## src/rtl/fetch_stage_pkg.sv

```systemverilog
// Shared constants and types for the 16-bit, 8-register MIPS pipeline.
// Fetch, decode and hazard detection all use these field positions.
package fetch_stage_pkg;

    localparam int PC_W       = 16;
    localparam int INSTR_W    = 16;
    localparam int REG_ADDR_W = 3;

    localparam logic [PC_W-1:0]    RESET_PC = '0;
    localparam logic [PC_W-1:0]    PC_INC   = PC_W'(1);
    localparam logic [INSTR_W-1:0] NOP      = '0;

    localparam int OPC_HI = 15, OPC_LO = 12;
    localparam int RS_HI  = 11, RS_LO  = 9;
    localparam int RT_HI  = 8,  RT_LO  = 6;
    localparam int RD_HI  = 5,  RD_LO  = 3;

    typedef logic [PC_W-1:0]       pc_t;
    typedef logic [INSTR_W-1:0]    instr_t;
    typedef logic [REG_ADDR_W-1:0] reg_addr_t;

    typedef struct packed {
        pc_t    pc;
        instr_t instr;
    } fetch_pkt_t;

    function automatic reg_addr_t rs_of(instr_t i);
        return i[RS_HI:RS_LO];
    endfunction

    function automatic reg_addr_t rt_of(instr_t i);
        return i[RT_HI:RT_LO];
    endfunction

    function automatic reg_addr_t rd_of(instr_t i);
        return i[RD_HI:RD_LO];
    endfunction

endpackage

```

## src/rtl/fetch_stage_if.sv

```systemverilog
// Instruction-memory port and IF/ID outputs of the fetch stage.
// master = fetch stage, slave = memory/decode side.
interface fetch_stage_if;
    import fetch_stage_pkg::*;

    logic      imem_en;
    pc_t       imem_addr;
    instr_t    imem_rdata;
    logic      id_valid;
    pc_t       id_pc;
    instr_t    id_instr;
    reg_addr_t id_src_1;
    reg_addr_t id_src_2;
    reg_addr_t id_dest;

    modport master (
        output imem_en, imem_addr,
        input  imem_rdata,
        output id_valid, id_pc, id_instr, id_src_1, id_src_2, id_dest
    );

    modport slave (
        input  imem_en, imem_addr,
        output imem_rdata,
        input  id_valid, id_pc, id_instr, id_src_1, id_src_2, id_dest
    );

endinterface

```

## src/rtl/fetch_skid_buf.sv

```systemverilog
// One-entry capture/replay buffer holding the read that was in flight
// when decode stalled. Flush beats load, load beats drain.
module fetch_skid_buf
    import fetch_stage_pkg::*;
(
    input  logic       clk_i,
    input  logic       rst_ni,
    input  logic       load_i,
    input  logic       drain_i,
    input  logic       flush_i,
    input  fetch_pkt_t pkt_i,
    output logic       valid_o,
    output fetch_pkt_t pkt_o
);

    logic       valid_q;
    fetch_pkt_t pkt_q;

    always_ff @(posedge clk_i or negedge rst_ni) begin
        if (!rst_ni) begin
            valid_q <= 1'b0;
            pkt_q   <= '0;
        end else if (flush_i) begin
            valid_q <= 1'b0;
        end else if (load_i) begin
            valid_q <= 1'b1;
            pkt_q   <= pkt_i;
        end else if (drain_i) begin
            valid_q <= 1'b0;
        end
    end

    assign valid_o = valid_q;
    assign pkt_o   = pkt_q;

endmodule

```

## src/rtl/fetch_stage.sv

```systemverilog
// Instruction fetch + IF/ID register. Stalls park the in-flight read in a
// skid buffer so it is replayed on release without a bubble or a re-fetch.
module fetch_stage
    import fetch_stage_pkg::*;
(
    input  logic          clk_i,
    input  logic          rst_ni,
    input  logic          stall_i,
    input  logic          branch_taken_i,
    input  pc_t           branch_target_i,
    fetch_stage_if.master bus
);

    pc_t    pc_q, pc_d;
    logic   rsp_valid_q, rsp_valid_d;
    pc_t    rsp_pc_q, rsp_pc_d;
    logic   id_valid_q, id_valid_d;
    pc_t    id_pc_q, id_pc_d;
    instr_t id_instr_q, id_instr_d;

    logic       skid_valid;
    logic       skid_load, skid_drain;
    fetch_pkt_t skid_pkt;
    fetch_pkt_t rsp_pkt;

    assign rsp_pkt = '{pc: rsp_pc_q, instr: bus.imem_rdata};

    fetch_skid_buf u_skid (
        .clk_i   (clk_i),
        .rst_ni  (rst_ni),
        .load_i  (skid_load),
        .drain_i (skid_drain),
        .flush_i (branch_taken_i),
        .pkt_i   (rsp_pkt),
        .valid_o (skid_valid),
        .pkt_o   (skid_pkt)
    );

    always_comb begin
        pc_d        = pc_q;
        rsp_valid_d = 1'b0;
        rsp_pc_d    = rsp_pc_q;
        id_valid_d  = id_valid_q;
        id_pc_d     = id_pc_q;
        id_instr_d  = id_instr_q;
        skid_load   = 1'b0;
        skid_drain  = 1'b0;
        if (branch_taken_i) begin
            pc_d       = branch_target_i;
            id_valid_d = 1'b0;
            id_instr_d = NOP;
        end else if (stall_i) begin
            skid_load = rsp_valid_q;
        end else begin
            pc_d        = pc_q + PC_INC;
            rsp_valid_d = 1'b1;
            rsp_pc_d    = pc_q;
            // The skid entry is older than anything on imem_rdata, so it goes first.
            if (skid_valid) begin
                id_valid_d = 1'b1;
                id_pc_d    = skid_pkt.pc;
                id_instr_d = skid_pkt.instr;
                skid_drain = 1'b1;
            end else if (rsp_valid_q) begin
                id_valid_d = 1'b1;
                id_pc_d    = rsp_pc_q;
                id_instr_d = bus.imem_rdata;
            end else begin
                id_valid_d = 1'b0;
                id_instr_d = NOP;
            end
        end
    end

    always_ff @(posedge clk_i or negedge rst_ni) begin
        if (!rst_ni) begin
            pc_q        <= RESET_PC;
            rsp_valid_q <= 1'b0;
            rsp_pc_q    <= '0;
            id_valid_q  <= 1'b0;
            id_pc_q     <= '0;
            id_instr_q  <= NOP;
        end else begin
            pc_q        <= pc_d;
            rsp_valid_q <= rsp_valid_d;
            rsp_pc_q    <= rsp_pc_d;
            id_valid_q  <= id_valid_d;
            id_pc_q     <= id_pc_d;
            id_instr_q  <= id_instr_d;
        end
    end

    assign bus.imem_en   = rst_ni & ~branch_taken_i & ~stall_i;
    assign bus.imem_addr = pc_q;
    assign bus.id_valid  = id_valid_q;
    assign bus.id_pc     = id_pc_q;
    assign bus.id_instr  = id_instr_q;

    // Gating keeps bubbles from looking like a dependency on some real register.
    assign bus.id_src_1 = id_valid_q ? rs_of(id_instr_q) : '0;
    assign bus.id_src_2 = id_valid_q ? rt_of(id_instr_q) : '0;
    assign bus.id_dest  = id_valid_q ? rd_of(id_instr_q) : '0;

    a_skid_rsp_excl: assert property (@(posedge clk_i) disable iff (!rst_ni)
        !(skid_valid && rsp_valid_q));

endmodule

```

## src/flat_wrapper.sv

```systemverilog
// flat-port wrapper written by rule: the top's interface ports become plain ports
module fetch_stage_flat import fetch_stage_pkg::*;
  (clk_i, rst_ni, stall_i, branch_taken_i, branch_target_i, bus_imem_en, bus_imem_addr, bus_imem_rdata, bus_id_valid, bus_id_pc, bus_id_instr, bus_id_src_1, bus_id_src_2, bus_id_dest);
  fetch_stage_if bus_i ();
  input  logic clk_i;
  input  logic rst_ni;
  input  logic stall_i;
  input  logic branch_taken_i;
  input  pc_t branch_target_i;
  output wire logic [$bits(bus_i.imem_en)-1:0] bus_imem_en;
  output wire logic [$bits(bus_i.imem_addr)-1:0] bus_imem_addr;
  input wire logic [$bits(bus_i.imem_rdata)-1:0] bus_imem_rdata;
  output wire logic [$bits(bus_i.id_valid)-1:0] bus_id_valid;
  output wire logic [$bits(bus_i.id_pc)-1:0] bus_id_pc;
  output wire logic [$bits(bus_i.id_instr)-1:0] bus_id_instr;
  output wire logic [$bits(bus_i.id_src_1)-1:0] bus_id_src_1;
  output wire logic [$bits(bus_i.id_src_2)-1:0] bus_id_src_2;
  output wire logic [$bits(bus_i.id_dest)-1:0] bus_id_dest;
  assign bus_imem_en = bus_i.imem_en;
  assign bus_imem_addr = bus_i.imem_addr;
  assign bus_i.imem_rdata = bus_imem_rdata;
  assign bus_id_valid = bus_i.id_valid;
  assign bus_id_pc = bus_i.id_pc;
  assign bus_id_instr = bus_i.id_instr;
  assign bus_id_src_1 = bus_i.id_src_1;
  assign bus_id_src_2 = bus_i.id_src_2;
  assign bus_id_dest = bus_i.id_dest;
  fetch_stage u_core (.clk_i(clk_i), .rst_ni(rst_ni), .stall_i(stall_i), .branch_taken_i(branch_taken_i), .branch_target_i(branch_target_i), .bus(bus_i));
endmodule
```

## config.mk

```make
export PLATFORM = sky130hd
export DESIGN_NAME = fetch_stage_flat
export DESIGN_NICKNAME = d
export VERILOG_FILES = /design/src/rtl/fetch_stage_pkg.sv /design/src/rtl/fetch_stage_if.sv /design/src/rtl/fetch_skid_buf.sv /design/src/rtl/fetch_stage.sv /design/src/flat_wrapper.sv
export SDC_FILE = /design/constraint.sdc
export NUM_CORES = 1
export LEC_CHECK = 0
export ABC_AREA = 1
export BUFFER_PORTS_ARGS = -buffer_cell sky130_fd_sc_hd__buf_4
export CAP_MARGIN = 20
export CORE_ASPECT_RATIO = 1.1
export CORE_MARGIN = 2
export CORE_UTILIZATION = 30
export DETAILED_ROUTE_END_ITERATION = 6
export GPL_ROUTABILITY_DRIVEN = 0
export MAX_ROUTING_LAYER = met4
export PLACE_DENSITY = 0.5
export SLEW_MARGIN = 40
export SYNTH_ARGS = -nofsm -noshare
export SYNTH_HDL_FRONTEND = slang
export SYNTH_SLANG_ARGS = --single-unit
```

## constraint.sdc

```tcl
create_clock -name clk_i -period 1.2 [get_ports clk_i]
set_clock_uncertainty 0.05 [all_clocks]
set_input_delay 0.06 -clock clk_i [delete_from_list [all_inputs] [get_ports clk_i]]
set_output_delay 0.06 -clock clk_i [all_outputs]
set_load 0.03 [all_outputs]
```

======== Yosys cells after proc, flatten, opt, wreduce, memory -nomap -nowiden ========
Index checks and enable logic that the tools add are counted.
word-level totals
  register bits after elaboration ......... 99
  logic and storage cells ................. 45
  input bits .............................. 36
operators by class
  equality and inequality tests ........... 1
  bitwise gates (word level) .............. 4
  multiplexer cells ....................... 25
  reductions and logical operators ........ 5
  add/sub/neg operators ................... 1
operator list
  cell                                            count
  2-to-1 mux 16 bit                               8
  adder 16 x 1 -> 16 bit (second input constant)  1
  2-to-1 mux 1 bit                                14
  2-to-1 mux 3 bit                                3
  AND reduction 2 bit                             2
  AND reduction 3 bit                             1
  nonzero test 3 bit                              1
  AND 1 bit                                       2
  != test 2 x 1 -> 1 bit (second input constant)  1
  inverter 1 bit                                  2
  nonzero test 2 bit                              1

======== Logic depth before layout (Yosys ltp) ========
Gate-level depths: netlist of the first run.
  word-level depth ........................ 6
  gate-level depth with buffers ........... 9
  depth with buffers taken out ............ 7

======== Hierarchy ========
A second synthesis of the first run with hierarchy kept.
second synthesis, totals
  cells, all modules ...................... 566
  area, all modules ....................... 4729.5 um^2
modules (own cells, without submodules)
  module          seq. area each (um^2)  times used  cells each  area an instance (um^2)
  fetch_stage     1651.6                 1           422         3316.9
  fetch_skid_buf  825.8                  1           144         1412.6

======== Least setup slack after synthesis of the first run ========
No wires, ideal clock.
  path kind ............................... register to register
  from .................................... register u_core.pc_q[1] (netlist: u_core.bus.imem_addr[1])
  to ...................................... register u_core.pc_q[12] (netlist: u_core.bus.imem_addr[12])
  stages on the path, launching flop included .. 7
  data required time ...................... 1022 ps
  path slack .............................. -319 ps
  data arrival time ....................... 1341 ps
  period minus slack after synthesis ...... 1519 ps
  cells stage by stage .................... dfrtp_1 -> ha_1 -> nand2_1 -> nor2_1 -> nand2_1 -> o21ai_0 -> nand3_1
on the way
  word-level cells in the longest chain between the ends .. 3
RTL lines
  what                    RTL line           source
  from (decl)             fetch_stage.sv:14  pc_t pc_q, pc_d;
  from (signal assigned)  fetch_stage.sv:84  pc_q <= pc_d;
  adder 16 x 1 -> 16 bit  fetch_stage.sv:55  pc_d = pc_q + PC_INC;
  2-to-1 mux 16 bit       fetch_stage.sv:52  end else if (stall_i) begin
  2-to-1 mux 16 bit       fetch_stage.sv:48  if (branch_taken_i) begin
No other way between the ends. The select of a mux whose other input is x is not followed.
A chain may end at the register's enable or synchronous reset.

======== Final worst setup path of the first run ========
  from .................................... register u_core.id_valid_q (netlist: u_core.bus.id_valid)
  to ...................................... output bus_id_dest[0]
on the way
  word-level cells in the longest chain between the ends .. 1
RTL lines
  what                    RTL line            source
  from (decl)             fetch_stage.sv:17   logic id_valid_q, id_valid_d;
  from (signal assigned)  fetch_stage.sv:87   id_valid_q <= id_valid_d;
  2-to-1 mux 3 bit        fetch_stage.sv:102  assign bus.id_dest = id_valid_q ? rd_of(id_instr_q) : '0;
  to (decl)               flat_wrapper.sv:18  output wire logic [$bits(bus_i.id_dest)-1:0] bus_id_dest;
No other way between the ends.

==> metrics.json, run 1 <==
{
  "die": {
    "start_util": 0.305,
    "die_width_um": 121,
    "core-area_mm2": 0.0149,
    "floorplan.io_pins": 95,
    "floorplan.die.height_um": 133,
    "rows": 47,
    "dieArea_mm2": 0.0162
  },
  "cts": {
    "cts.sink_count": 99,
    "numCtsBuffers": 9,
    "cts-htree-levels": 3,
    "clk_root_buffer_cell": "clkbuf_16",
    "cts_tree": "done",
    "insertion_delay_ns": 0.34,
    "cts.path.max_buffers": 2,
    "clk_transition_reported_paths_ns": 0.06
  },
  "logic_synthesis": {
    "ys_seq_area_frac": 0.544,
    "netlist_area_mm2": 0.00455,
    "synth-warning-count": 0,
    "synth_cells": 545,
    "synth.distinct_cells": 29,
    "synth.ff_latch_count": 99,
    "synth.net_count": 582,
    "syn-mean-instance-area_um2": 8.35
  },
  "finish": {
    "syn_to_final_growth_pct": 45.0,
    "fin_nets": 732,
    "insertedDiodeCount": 0,
    "final_core_util": 0.442,
    "fraction_of_layout_cells_with_a_size_suffix_above_1": 0.304,
    "fill_cells": 1515
  },
  "worst_setup_path": {
    "setup.worst_path.start_class": "register",
    "setup.reg_to_reg.worst_slack_ns": -0.04,
    "timing.rr.start": "u_core.bus.imem_addr[0]",
    "cp-end-kind": "output pin",
    "worstSetupPathType": "register to output pin",
    "reg2reg_to": "u_core.bus.imem_addr[6]",
    "timing.critical_path.required_ns": 1.09,
    "worst_r2r_path_depth": 5,
    "sequence_of_cells_on_the_critical_path": "buf_8, nand2_2, inv_2, buf_6",
    "crit_end": "bus_id_dest[0]",
    "cp_data_arrival_time_ns": 1.13,
    "timing.critical_path.slowest_stage_cell": "dfrtp_2",
    "critical_path.startpoint": "u_core.bus.id_valid",
    "worst-path-max-fanout": 6,
    "critPathMaxStageDelay_ns": 0.42
  },
  "power": {
    "power_density_mw_per_mm2": 1380,
    "peakVddDrop_uv": 790,
    "power.static_leakage_nw": 3.25,
    "design_power_total_mw": 9.12
  },
  "drt": {
    "detail_route.iter0.violations": 304,
    "drt-total-wl_um": 12200,
    "route.detailed.vias_per_inst": 4.59,
    "detailroute.via_count": 4098,
    "detail-route-antenna-nets": 0,
    "drt_first_pass_iters": 4,
    "wl_per_cell_um": 13.6,
    "residual_drc_count": 0
  },
  "grt": {
    "first_global_vias": 3838,
    "maximum_number_of_pins_on_one_net_before_global_route_repair": 100,
    "grt_pass1_wl_um": 19800,
    "grt_antenna_before_repair": 0,
    "globalRouteOverflowTotal": 0,
    "groute.usage.overall": 0.157
  },
  "timing": {
    "layout_worst_path_cycle_share": 1.03,
    "setup_ws_ns": -0.0378,
    "setup-tns-final_ns": -0.261,
    "post-route-min-period_ns": 1.24,
    "worst_case_headroom_to_the_max_slew_limit": 0.610,
    "clock.fmax_ghz": 0.808,
    "rsz0062_at_grt": "yes",
    "setup_violations": 12,
    "final-hold-violation-count": 0,
    "tightestPinTransition_ns": 0.584,
    "timing.final.max_slew_violations": 0
  },
  "min_path": {
    "type_of_the_worst_min_delay_path": "primary input to register",
    "worstHoldStart": "branch_target_i[11]"
  },
  "placed_design": {
    "place.detailed.hpwl_um": 8040,
    "port_buffers": 94
  },
  "run_status": {
    "run_status": "finished with violations",
    "violations": "setup timing"
  },
  "job": {
    "cap_viol_max_count": 0
  }
}
logic make-up (layout without fill, tap and decap cells):
family	count (synthesis)	after routing	synth area share
buffers and inverters	77	229	0.0797
AOI/OAI and AO/OA	102	102	0.128
and+or+nand+nor	266	266	0.245
DFF	99	99	0.544
adders and majority gates	1	1	0.00275
flip-flops by register name, summed over array words and instances, names as in the netlist:
| register | flops |
|---|---|
| u_core.bus.id_instr | 16 |
| u_core.bus.id_pc | 16 |
| u_core.bus.id_valid | 1 |
| u_core.bus.imem_addr | 16 |
| u_core.rsp_pc_q | 16 |
| u_core.rsp_valid_q | 1 |
| u_core.u_skid.pkt_o | 32 |
| u_core.u_skid.valid_o | 1 |
cells in the final DEF (no fill, tap or decap), types with 2 or more instances in the layout:
cell,n
nand2_1,172
buf_4,105
dfrtp_1,86
o21ai_0,56
inv_1,34
dlygate4sd3_1,32
nand3_1,31
buf_6,23
nor2_1,21
a22oi_1,16
nand2_2,14
dfrtp_2,13
inv_2,12
clkbuf_16,10
a21oi_1,9
nor2_4,8
o21ai_1,8
nand4_1,6
buf_12,6
o21ai_2,5
o211ai_1,5
nand2_4,3
nand3b_1,3
nor3_1,3
o21bai_1,2
synthesized netlist by cell type:
| cell | n | area share |
|---|---|---|
| nand2_2 | 2 | 0.0027 |
| buf_1 | 1 | 0.00082 |
| nand2_1 | 188 | 0.15 |
| nor2_2 | 2 | 0.0027 |
| a21oi_1 | 9 | 0.0099 |
| nor2_8 | 1 | 0.0044 |
| inv_2 | 3 | 0.0025 |
| a31oi_1 | 1 | 0.0014 |
| o21ai_0 | 65 | 0.071 |
| nor2_1 | 26 | 0.021 |
| nand3_1 | 32 | 0.035 |
| o211ai_1 | 5 | 0.0082 |
| nor2_4 | 2 | 0.0049 |
| inv_4 | 1 | 0.0014 |
| clkbuf_2 | 2 | 0.0022 |
| inv_1 | 44 | 0.036 |
| buf_2 | 10 | 0.011 |
| buf_6 | 6 | 0.015 |
| o21ai_2 | 4 | 0.0077 |
| nor3_1 | 3 | 0.0033 |
| nand3b_1 | 3 | 0.0049 |
| o21bai_1 | 2 | 0.0033 |
| ha_1 | 1 | 0.0027 |
| clkbuf_1 | 7 | 0.0058 |
| buf_4 | 3 | 0.0049 |
| nor3_2 | 1 | 0.0022 |
| dfrtp_1 | 99 | 0.54 |
| a22oi_1 | 16 | 0.026 |
| nand4_1 | 6 | 0.0082 |
where the power goes:
part	internal, mW	switching (mW)
registers	3.86	0.293
logic	0.914	1.30
clock network	1.58	1.18
total	6.35	2.77
final cells by class:
class / count / area (um^2) / share of cell area
Sequential cell: 99 / 2490 / 0.378
Tap cell: 196 / 245 / 0.0372
Clock inverter: 3 / 42.5 / 0.00645
Multi-Input combinational cell: 369 / 1870 / 0.284
Clock buffer: 10 / 229 / 0.0347
Inverter: 48 / 188 / 0.0284
Timing Repair Buffer: 168 / 1530 / 0.231
timing repair:
action                                 in CTS  in global routing
gates resized for setup                    25                 42
setup endpoints to repair                  39                 56
pin swaps                                   4                  9
gates cloned                                0                  1
setup buffers                               3                  4
hold buffers                               32                  0
endpoints found under the hold margin     143                  0
routing by layer:
metal / track usage / routed length, um / vias to the layer above
met2: 0.226 / 5590 / 88
met1: 0.222 / 5870 / 1945
met5: - / 0 / -
li1: - / - / 2053
met4: 0.0619 / 199 / 0
met3: 0.0261 / 498 / 12
worst min-delay path by stage:
stage | to | slack [ns] | cells past startpoint
2_1_floorplan | u_core.bus.id_instr[0] | -0.29 | 0
3_3_place_gp | u_core.bus.imem_addr[5] | 0.13 | 2
3_5_place_dp | u_core.bus.imem_addr[5] | 0.13 | 2
4_1_cts | u_core.bus.imem_addr[11] | 0.003 | 4
5_1_grt | u_core.bus.imem_addr[11] | 0.02 | 4
6_report | u_core.bus.imem_addr[11] | 0.02 | 4
metrics by stage:
step	cell area, um^2	setup slack, ns	cells	hold WS [ns]
floorplan	4640	-0.0863	545	-0.286
global placement	5730	-0.0267	840	0.127
detailed placement	5730	-0.0400	840	0.135
CTS	6430	-0.0389	888	0.00281
global route	6600	-0.0976	893	0.0166
finish	6600	-0.0378	893	0.0178
worst max-delay path: cells and delay by family (launching register included):
kind | cells | cell delay (ns)
flops | 1 | 0.42
buf+inv | 3 | 0.32
simple gates | 1 | 0.06
No activity file was read; power rests on OpenSTA's default activity.
==> inputs of run 2 (changes only) <==
- REMOVE_ABC_BUFFERS: default -> 1
==> run 2 against run 1 <==
  * Largest cell class unchanged
  * Core utilization grew 0.14 points
  * Fmax grew 0.31%
  * First-iteration DRC count grew 27%
  * Final cell count grew 0.67%
  * Routed wire length grew 1.2%
  * The flow still finishes with violations (setup timing)
  * Final area grew 0.32%
  * Non-clock buffer count grew 4
==> metrics.json, run 2 (synthesis gave the netlist of run 1 again) <==
{
  "run_status": {
    "run_status": "finished with violations",
    "violations": "setup timing"
  },
  "placed_design": {
    "port_buffers": {"value": 94, "change": "unchanged"},
    "place.detailed.hpwl": {"value": 8210, "unit": "um", "change": "+2.0%"},
    "place_worst_setup_slack": {"value": -0.229, "unit": "ns", "change": "-0.189 ns"}
  },
  "power": {
    "power.static_leakage": {"value": 3.29, "unit": "nW", "change": "+1.3%"},
    "peakVddDrop": {"value": 568, "unit": "uV", "change": "-28%"},
    "power_density": {"value": 1400, "unit": "mW/mm^2", "change": "+1.1%"},
    "design_power_total": {"value": 9.25, "unit": "mW", "change": "+1.4%"}
  },
  "finish": {
    "most-common-layout-cells": "nand2_1 (170), buf_4 (111), dfrtp_1 (93)",
    "syn_to_final_growth_pct": 45.4,
    "max_reg_flops": {"value": 32, "change": "unchanged"},
    "insertedDiodeCount": {"value": 0, "change": "unchanged"},
    "mostFrequentLayoutCell": "nand2_1",
    "final_core_util": {"value": 0.443, "change": "+0.00142"},
    "fin_nets": {"value": 736, "change": "+0.55%"},
    "fraction_of_layout_cells_with_a_size_suffix_above_1": {"value": 0.314, "change": "+0.0102"}
  },
  "drt": {
    "drt-total-wl": {"value": 12300, "unit": "um", "change": "+1.2%"},
    "detail_route.iter0.violations": {"value": 385, "change": "+27%"},
    "detail-route-antenna-nets": {"value": 0, "change": "unchanged"},
    "drt_first_pass_iters": {"value": 4, "change": "unchanged"},
    "route.detailed.vias_per_inst": {"value": 4.59, "change": "about the same"},
    "detailroute.via_count": {"value": 4126, "change": "+0.68%"},
    "wl_per_cell": {"value": 13.7, "unit": "um", "change": "+0.53%"},
    "residual_drc_count": {"value": 0, "change": "unchanged"}
  },
  "die": {
    "floorplan.io_pins": {"value": 95, "change": "unchanged"},
    "start_util": {"value": 0.305, "change": "unchanged"},
    "rows": {"value": 47, "change": "unchanged"},
    "die_width": {"value": 121, "unit": "um", "change": "unchanged"},
    "core-area": {"value": 0.0149, "unit": "mm^2", "change": "unchanged"},
    "floorplan.die.height": {"value": 133, "unit": "um", "change": "unchanged"},
    "dieArea": {"value": 0.0162, "unit": "mm^2", "change": "unchanged"}
  },
  "cts": {
    "cts-htree-levels": {"value": 3, "change": "unchanged"},
    "numCtsBuffers": {"value": 9, "change": "unchanged"},
    "insertion_delay": {"value": 0.34, "unit": "ns", "change": "about the same"},
    "cts.path.max_buffers": {"value": 2, "change": "unchanged"},
    "cts.sink_count": {"value": 99, "change": "unchanged"},
    "clk_transition_reported_paths": {"value": 0.07, "unit": "ns", "change": "about the same"},
    "clk_root_buffer_cell": "clkbuf_16",
    "cts_tree": "done"
  },
  "worst_setup_path": {
    "cp_common_cell": "buf_6",
    "setup.worst_path.start_class": "register",
    "critical_path.startpoint": "u_core.bus.id_valid",
    "timing.rr.start": "u_core.bus.imem_addr[0]",
    "path_delay_family": "flip-flops",
    "worstSetupPathDepth": {"value": 4, "change": "unchanged"},
    "cp_num_buf_inv": {"value": 3, "change": "unchanged"},
    "cp_data_arrival_time": {"value": 1.12, "unit": "ns", "change": "about the same"},
    "reg2reg_to": "u_core.bus.imem_addr[12]",
    "setup.reg_to_reg.worst_slack": {"value": -0.02, "unit": "ns", "change": "+0.02 ns"},
    "worst_r2r_path_depth": {"value": 6, "change": "+1"},
    "timing.critical_path.required": {"value": 1.09, "unit": "ns", "change": "about the same"},
    "sequence_of_cells_on_the_critical_path": "buf_6, nand2_2, inv_1, buf_6",
    "worstSetupPathType": "register to output pin",
    "crit_end": "bus_id_dest[1]",
    "critPathMaxStageDelay": {"value": 0.41, "unit": "ns", "change": "about the same"},
    "cp-end-kind": "output pin",
    "worst-path-max-fanout": {"value": 6, "change": "unchanged"},
    "timing.critical_path.slowest_stage_cell": "dfrtp_2"
  },
  "timing": {
    "clock.fmax": {"value": 0.810, "unit": "GHz", "change": "+0.31%"},
    "timing.final.max_slew_violations": {"value": 0, "change": "unchanged"},
    "layout_worst_path_cycle_share": {"value": 1.03, "change": "-0.00323"},
    "setup_violations": {"value": 13, "change": "+1"},
    "rsz0062_at_grt": "yes",
    "setup_ws": {"value": -0.0340, "unit": "ns", "change": "+0.00387 ns"},
    "worst_case_headroom_to_the_max_slew_limit": {"value": 0.668, "change": "+0.0580"},
    "final-hold-violation-count": {"value": 0, "change": "unchanged"},
    "tightestPinTransition": {"value": 0.497, "unit": "ns", "change": "-0.0870 ns"},
    "post-route-min-period": {"value": 1.23, "unit": "ns", "change": "-0.00387 ns"},
    "hold-worst-slack": {"value": 0.0163, "unit": "ns", "change": "-0.00154 ns"},
    "setup-tns-final": {"value": -0.255, "unit": "ns", "change": "+0.00655 ns"}
  },
  "grt": {
    "grt_pass1_wl": {"value": 20000, "unit": "um", "change": "+1.2%"},
    "first_global_vias": {"value": 3999, "change": "+4.2%"},
    "globalRouteOverflowTotal": {"value": 0, "change": "unchanged"},
    "grt_antenna_before_repair": {"value": 1, "change": "+1"},
    "groute.usage.overall": {"value": 0.161, "change": "+0.00332"},
    "maximum_number_of_pins_on_one_net_before_global_route_repair": {"value": 90, "change": "-10%"}
  },
  "min_path": {
    "worstHoldStart": "branch_target_i[14]",
    "type_of_the_worst_min_delay_path": "primary input to register"
  },
  "job": {
    "cap_viol_max_count": {"value": 0, "change": "unchanged"}
  }
}
run 2: worst min-delay path by stage:
stage	cells after the start	slack (ns)	to
after CTS	4	0.002	u_core.bus.imem_addr[9]
after global placement	2	0.04	u_core.u_skid.pkt_o[23]
after floorplan	0	-0.29	u_core.bus.id_instr[0]
after detailed placement	2	0.04	u_core.rsp_pc_q[7]
after global routing	5	0.05	u_core.bus.imem_addr[14]
final	5	0.02	u_core.bus.imem_addr[14]
run 2: what timing repair did:
item,4_1_cts,5_1_grt
pin swaps,5,6
setup endpoints to repair,57,47
setup buffers,5,5
gates resized for setup,26,69
hold buffers,31,0
hold endpoints to repair,144,0
run 2: cell type report:
| class | count | area, um^2 |
|---|---|---|
| flip-flops and latches | 99 | 2480 |
| fillers | 1539 | 8320 |
| clock buffers | 10 | 239 |
| clock inverters | 5 | 53.8 |
| well taps | 196 | 245 |
| repair buffers | 172 | 1540 |
| multi-input cells | 369 | 1880 |
| inverters | 48 | 183 |
run 2: where the power goes:
part / switching, mW / internal (mW) / total, mW / leakage [nW]
logic: 1.29 / 0.913 / 2.20 / 1.90
clock network: 1.25 / 1.65 / 2.90 / 0.148
registers: 0.297 / 3.85 / 4.15 / 1.24
total: 2.83 / 6.42 / 9.25 / 3.29
run 2: tightest hold or removal path, stage by stage:
cell     delay (ns)
buf_4          0.07
nand2_1        0.05
o21ai_0        0.08
inv_1          0.04
nand3_1        0.07
run 2: through the flow:
| step | std cells | area (um^2) |
|---|---|---|
| 3_3_place_gp | 843 | 5670 |
| 2_1_floorplan | 516 | 4370 |
| 6_report | 899 | 6620 |
| 5_1_grt | 899 | 6620 |
| 3_5_place_dp | 843 | 5670 |
| 4_1_cts | 894 | 6410 |
run 2: routing by layer:
metal  vias up  share of wire  track usage
li1       2067              -            -
met1      1938           0.47        0.213
met2       106           0.47        0.251
met3        15          0.043       0.0248
met4         0          0.013       0.0556
met5         -              0            -
==> inputs of run 3 (changes only) <==
- PLACE_DENSITY: 0.5 -> 0.58
==> run 3 against run 2 <==
  * Flip-flop and latch count did not move
  * Total power rose by 3.1%
  * Worst setup slack got worse by 0.014 ns
  * Core utilization rose by 1.2 points
  * Non-clock buffer count rose by 6
  * Count of clock-buffer cells in the layout rose by 1
  * Sequential power barely moved
  * Routed wire length rose by 5.6%
  * Critical endpoint is now u_core.bus.imem_addr[6]
  * Final cell count rose by 0.78%
  * The run still ends with setup timing left
==> metrics.json, run 3 (synthesis gave the netlist of run 1 again) <==
{
  "run_status": {
    "run_status": "finished with violations",
    "violations": "setup timing"
  },
  "die": {
    "rows": {"value": 47, "change": "unchanged"},
    "die_width": {"value": 121, "unit": "um", "change": "unchanged"},
    "start_util": {"value": 0.305, "change": "unchanged"},
    "floorplan.die.height": {"value": 133, "unit": "um", "change": "unchanged"},
    "core-area": {"value": 0.0149, "unit": "mm^2", "change": "unchanged"},
    "dieArea": {"value": 0.0162, "unit": "mm^2", "change": "unchanged"},
    "floorplan.io_pins": {"value": 95, "change": "unchanged"}
  },
  "worst_setup_path": {
    "cp-end-kind": "register",
    "critical_path.startpoint": "u_core.bus.imem_addr[1]",
    "cp_num_buf_inv": {"value": 1, "change": "-2"},
    "crit_end": "u_core.bus.imem_addr[6]",
    "reg2reg_to": "u_core.bus.imem_addr[6]",
    "worst-path-max-fanout": {"value": 4, "change": "-2"},
    "path_delay_family": "flip-flops",
    "cp_data_arrival_time": {"value": 1.41, "unit": "ns", "change": "+0.29 ns"},
    "worstSetupPathDepth": {"value": 5, "change": "+1"},
    "timing.critical_path.required": {"value": 1.36, "unit": "ns", "change": "+0.27 ns"},
    "worstSetupPathType": "register to register",
    "setup.worst_path.start_class": "register",
    "timing.critical_path.slowest_stage_cell": "dfrtp_1",
    "setup.reg_to_reg.worst_slack": {"value": -0.05, "unit": "ns", "change": "-0.03 ns"},
    "sequence_of_cells_on_the_critical_path": "ha_4, nand2_4, buf_4, nor3_4, o211ai_1",
    "timing.rr.start": "u_core.bus.imem_addr[1]",
    "worst_r2r_path_depth": {"value": 5, "change": "-1"},
    "critPathMaxStageDelay": {"value": 0.41, "unit": "ns", "change": "about the same"}
  },
  "placed_design": {
    "post-place-cells": {"value": 846, "change": "+0.36%"},
    "port_buffers": {"value": 94, "change": "unchanged"},
    "place.detailed.hpwl": {"value": 8420, "unit": "um", "change": "+2.5%"}
  },
  "min_path": {
    "type_of_the_worst_min_delay_path": "primary input to register",
    "whs_path_depth": {"value": 5, "change": "unchanged"}
  },
  "finish": {
    "syn_to_final_growth_pct": 49.3,
    "fill_cells": {"value": 1486, "change": "-3.4%"},
    "layoutNonFillerInstCount": {"value": 906, "change": "+0.78%"},
    "insertedDiodeCount": {"value": 0, "change": "unchanged"},
    "most-common-layout-cells": "nand2_1 (177), buf_4 (110), dfrtp_1 (92)",
    "fin_nets": {"value": 742, "change": "+0.82%"},
    "ff_latch_area": {"value": 0.00249, "unit": "mm^2", "change": "about the same"},
    "multiInputGateArea": {"value": 0.00190, "unit": "mm^2", "change": "+1.3%"},
    "fraction_of_layout_cells_with_a_size_suffix_above_1": {"value": 0.317, "change": "+0.00253"},
    "mostFrequentLayoutCell": "nand2_1",
    "max_reg_flops": {"value": 32, "change": "unchanged"}
  },
  "cts": {
    "cts-htree-levels": {"value": 3, "change": "unchanged"},
    "cts_tree": "done",
    "cts.path.max_buffers": {"value": 2, "change": "unchanged"},
    "insertion_delay": {"value": 0.34, "unit": "ns", "change": "about the same"},
    "numCtsBuffers": {"value": 9, "change": "unchanged"},
    "cts.sink_count": {"value": 99, "change": "unchanged"},
    "clk_transition_reported_paths": {"value": 0.07, "unit": "ns", "change": "about the same"},
    "clk_root_buffer_cell": "clkbuf_16"
  },
  "grt": {
    "globalRouteOverflowTotal": {"value": 0, "change": "unchanged"},
    "groute.usage.overall": {"value": 0.159, "change": "-0.00184"},
    "maximum_number_of_pins_on_one_net_before_global_route_repair": {"value": 70, "change": "-22%"},
    "grt_antenna_before_repair": {"value": 0, "change": "-1"},
    "grt_pass1_wl": {"value": 19800, "unit": "um", "change": "-1.1%"},
    "first_global_vias": {"value": 4071, "change": "+1.8%"}
  },
  "timing": {
    "timing.final.max_slew_violations": {"value": 0, "change": "unchanged"},
    "post-route-min-period": {"value": 1.25, "unit": "ns", "change": "+0.0138 ns"},
    "layout_worst_path_cycle_share": {"value": 1.04, "change": "+0.0115"},
    "worst_case_headroom_to_the_max_slew_limit": {"value": 0.734, "change": "+0.0651"},
    "setup_violations": {"value": 19, "change": "+6"},
    "clock.fmax": {"value": 0.801, "unit": "GHz", "change": "-1.1%"},
    "hold-worst-slack": {"value": 0.0102, "unit": "ns", "change": "-0.00610 ns"},
    "rsz0062_at_grt": "yes",
    "tightestPinTransition": {"value": 0.400, "unit": "ns", "change": "-0.0976 ns"},
    "setup_ws": {"value": -0.0477, "unit": "ns", "change": "-0.0138 ns"},
    "final-hold-violation-count": {"value": 0, "change": "unchanged"}
  },
  "drt": {
    "route.detailed.vias_per_inst": {"value": 4.67, "change": "+1.8%"},
    "detail_route.iter0.violations": {"value": 273, "change": "-29%"},
    "wl_per_cell": {"value": 14.3, "unit": "um", "change": "+4.8%"},
    "residual_drc_count": {"value": 0, "change": "unchanged"},
    "detailroute.via_count": {"value": 4233, "change": "+2.6%"},
    "drt_first_pass_iters": {"value": 4, "change": "unchanged"},
    "detail-route-antenna-nets": {"value": 0, "change": "unchanged"},
    "drt-total-wl": {"value": 13000, "unit": "um", "change": "+5.6%"}
  },
  "power": {
    "peakVddDrop": {"value": 635, "unit": "uV", "change": "+12%"},
    "power.static_leakage": {"value": 3.36, "unit": "nW", "change": "+2.0%"},
    "power_density": {"value": 1400, "unit": "mW/mm^2", "change": "+0.40%"}
  },
  "job": {
    "cap_viol_max_count": {"value": 0, "change": "unchanged"}
  }
}
run 3: cell count changes in the layout (fill, tap and decap cells not counted), moves of 6 or more:
| cell | change |
|---|---|
| a22oi_1 | -8 |
| nand2_2 | -6 |
| o21ai_0 | -13 |
| nand2_1 | +7 |
| o21ai_1 | +12 |
| a22oi_2 | +8 |
run 3: worst min-delay path, cell delays in order:
cell,delay (ns)
buf_4,0.08
nand2_1,0.05
o21ai_0,0.06
inv_1,0.04
nand3_1,0.07
run 3: report_power, final:
part           switching, mW  internal (mW)  total [mW]
Combinational           1.32          0.932        2.25
Clock                   1.25           1.88        3.13
Sequential             0.308           3.85        4.16
run 3: how the worst min path moves through the flow:
stage,from,to
CTS,branch_target_i[12],u_core.bus.imem_addr[12]
detailed placement,rst_ni,u_core.bus.imem_addr[13]
global placement,rst_ni,u_core.u_skid.pkt_o[10]
finish,branch_target_i[14],u_core.bus.imem_addr[14]
global route,branch_target_i[14],u_core.bus.imem_addr[14]
floorplan,rst_ni,u_core.bus.id_instr[0]
run 3: metrics by stage:
step                worst slack (ns)  setup TNS (ns)  total power, mW  area (um^2)   util
global placement              -0.169          -0.713             6.15         5710  0.382
CTS                          -0.0843          -0.911             9.47         6450  0.432
global route                 -0.0984           -2.46             10.0         6800  0.455
finish                       -0.0477          -0.431             9.54         6800  0.455
floorplan                     -0.657          -28.79             5.24         4370      -
detailed placement            -0.225           -1.39             6.20         5710  0.382
run 3: repair_timing:
| action | 4_1_cts | 5_1_grt |
|---|---|---|
| buffers inserted | 5 | 5 |
| endpoints found under the setup margin | 26 | 72 |
| hold buffers | 31 | 1 |
| endpoints found under the hold margin | 144 | 30 |
| gates cloned | 0 | 3 |
| resized for setup | 27 | 83 |
| pin swaps | 10 | 16 |
run 3: layout make-up:
| cell class | instances | area share |
|---|---|---|
| Sequential cell | 99 | 0.366 |
| Multi-Input combinational cell | 369 | 0.280 |
| Timing Repair Buffer | 178 | 0.244 |
| Tap cell | 196 | 0.0361 |
| Clock buffer | 11 | 0.0357 |
| Inverter | 48 | 0.0272 |
| Clock inverter | 5 | 0.0114 |
run 3: layer usage:
| layer | GRT usage | part of all wire | wire (um) |
|---|---|---|---|
| met3 | 0.0201 | 0.049 | 641 |
| met1 | 0.202 | 0.45 | 5860 |
| met4 | 0.0517 | 0.018 | 228 |
| met5 | - | 0 | 0 |
| met2 | 0.262 | 0.48 | 6250 |
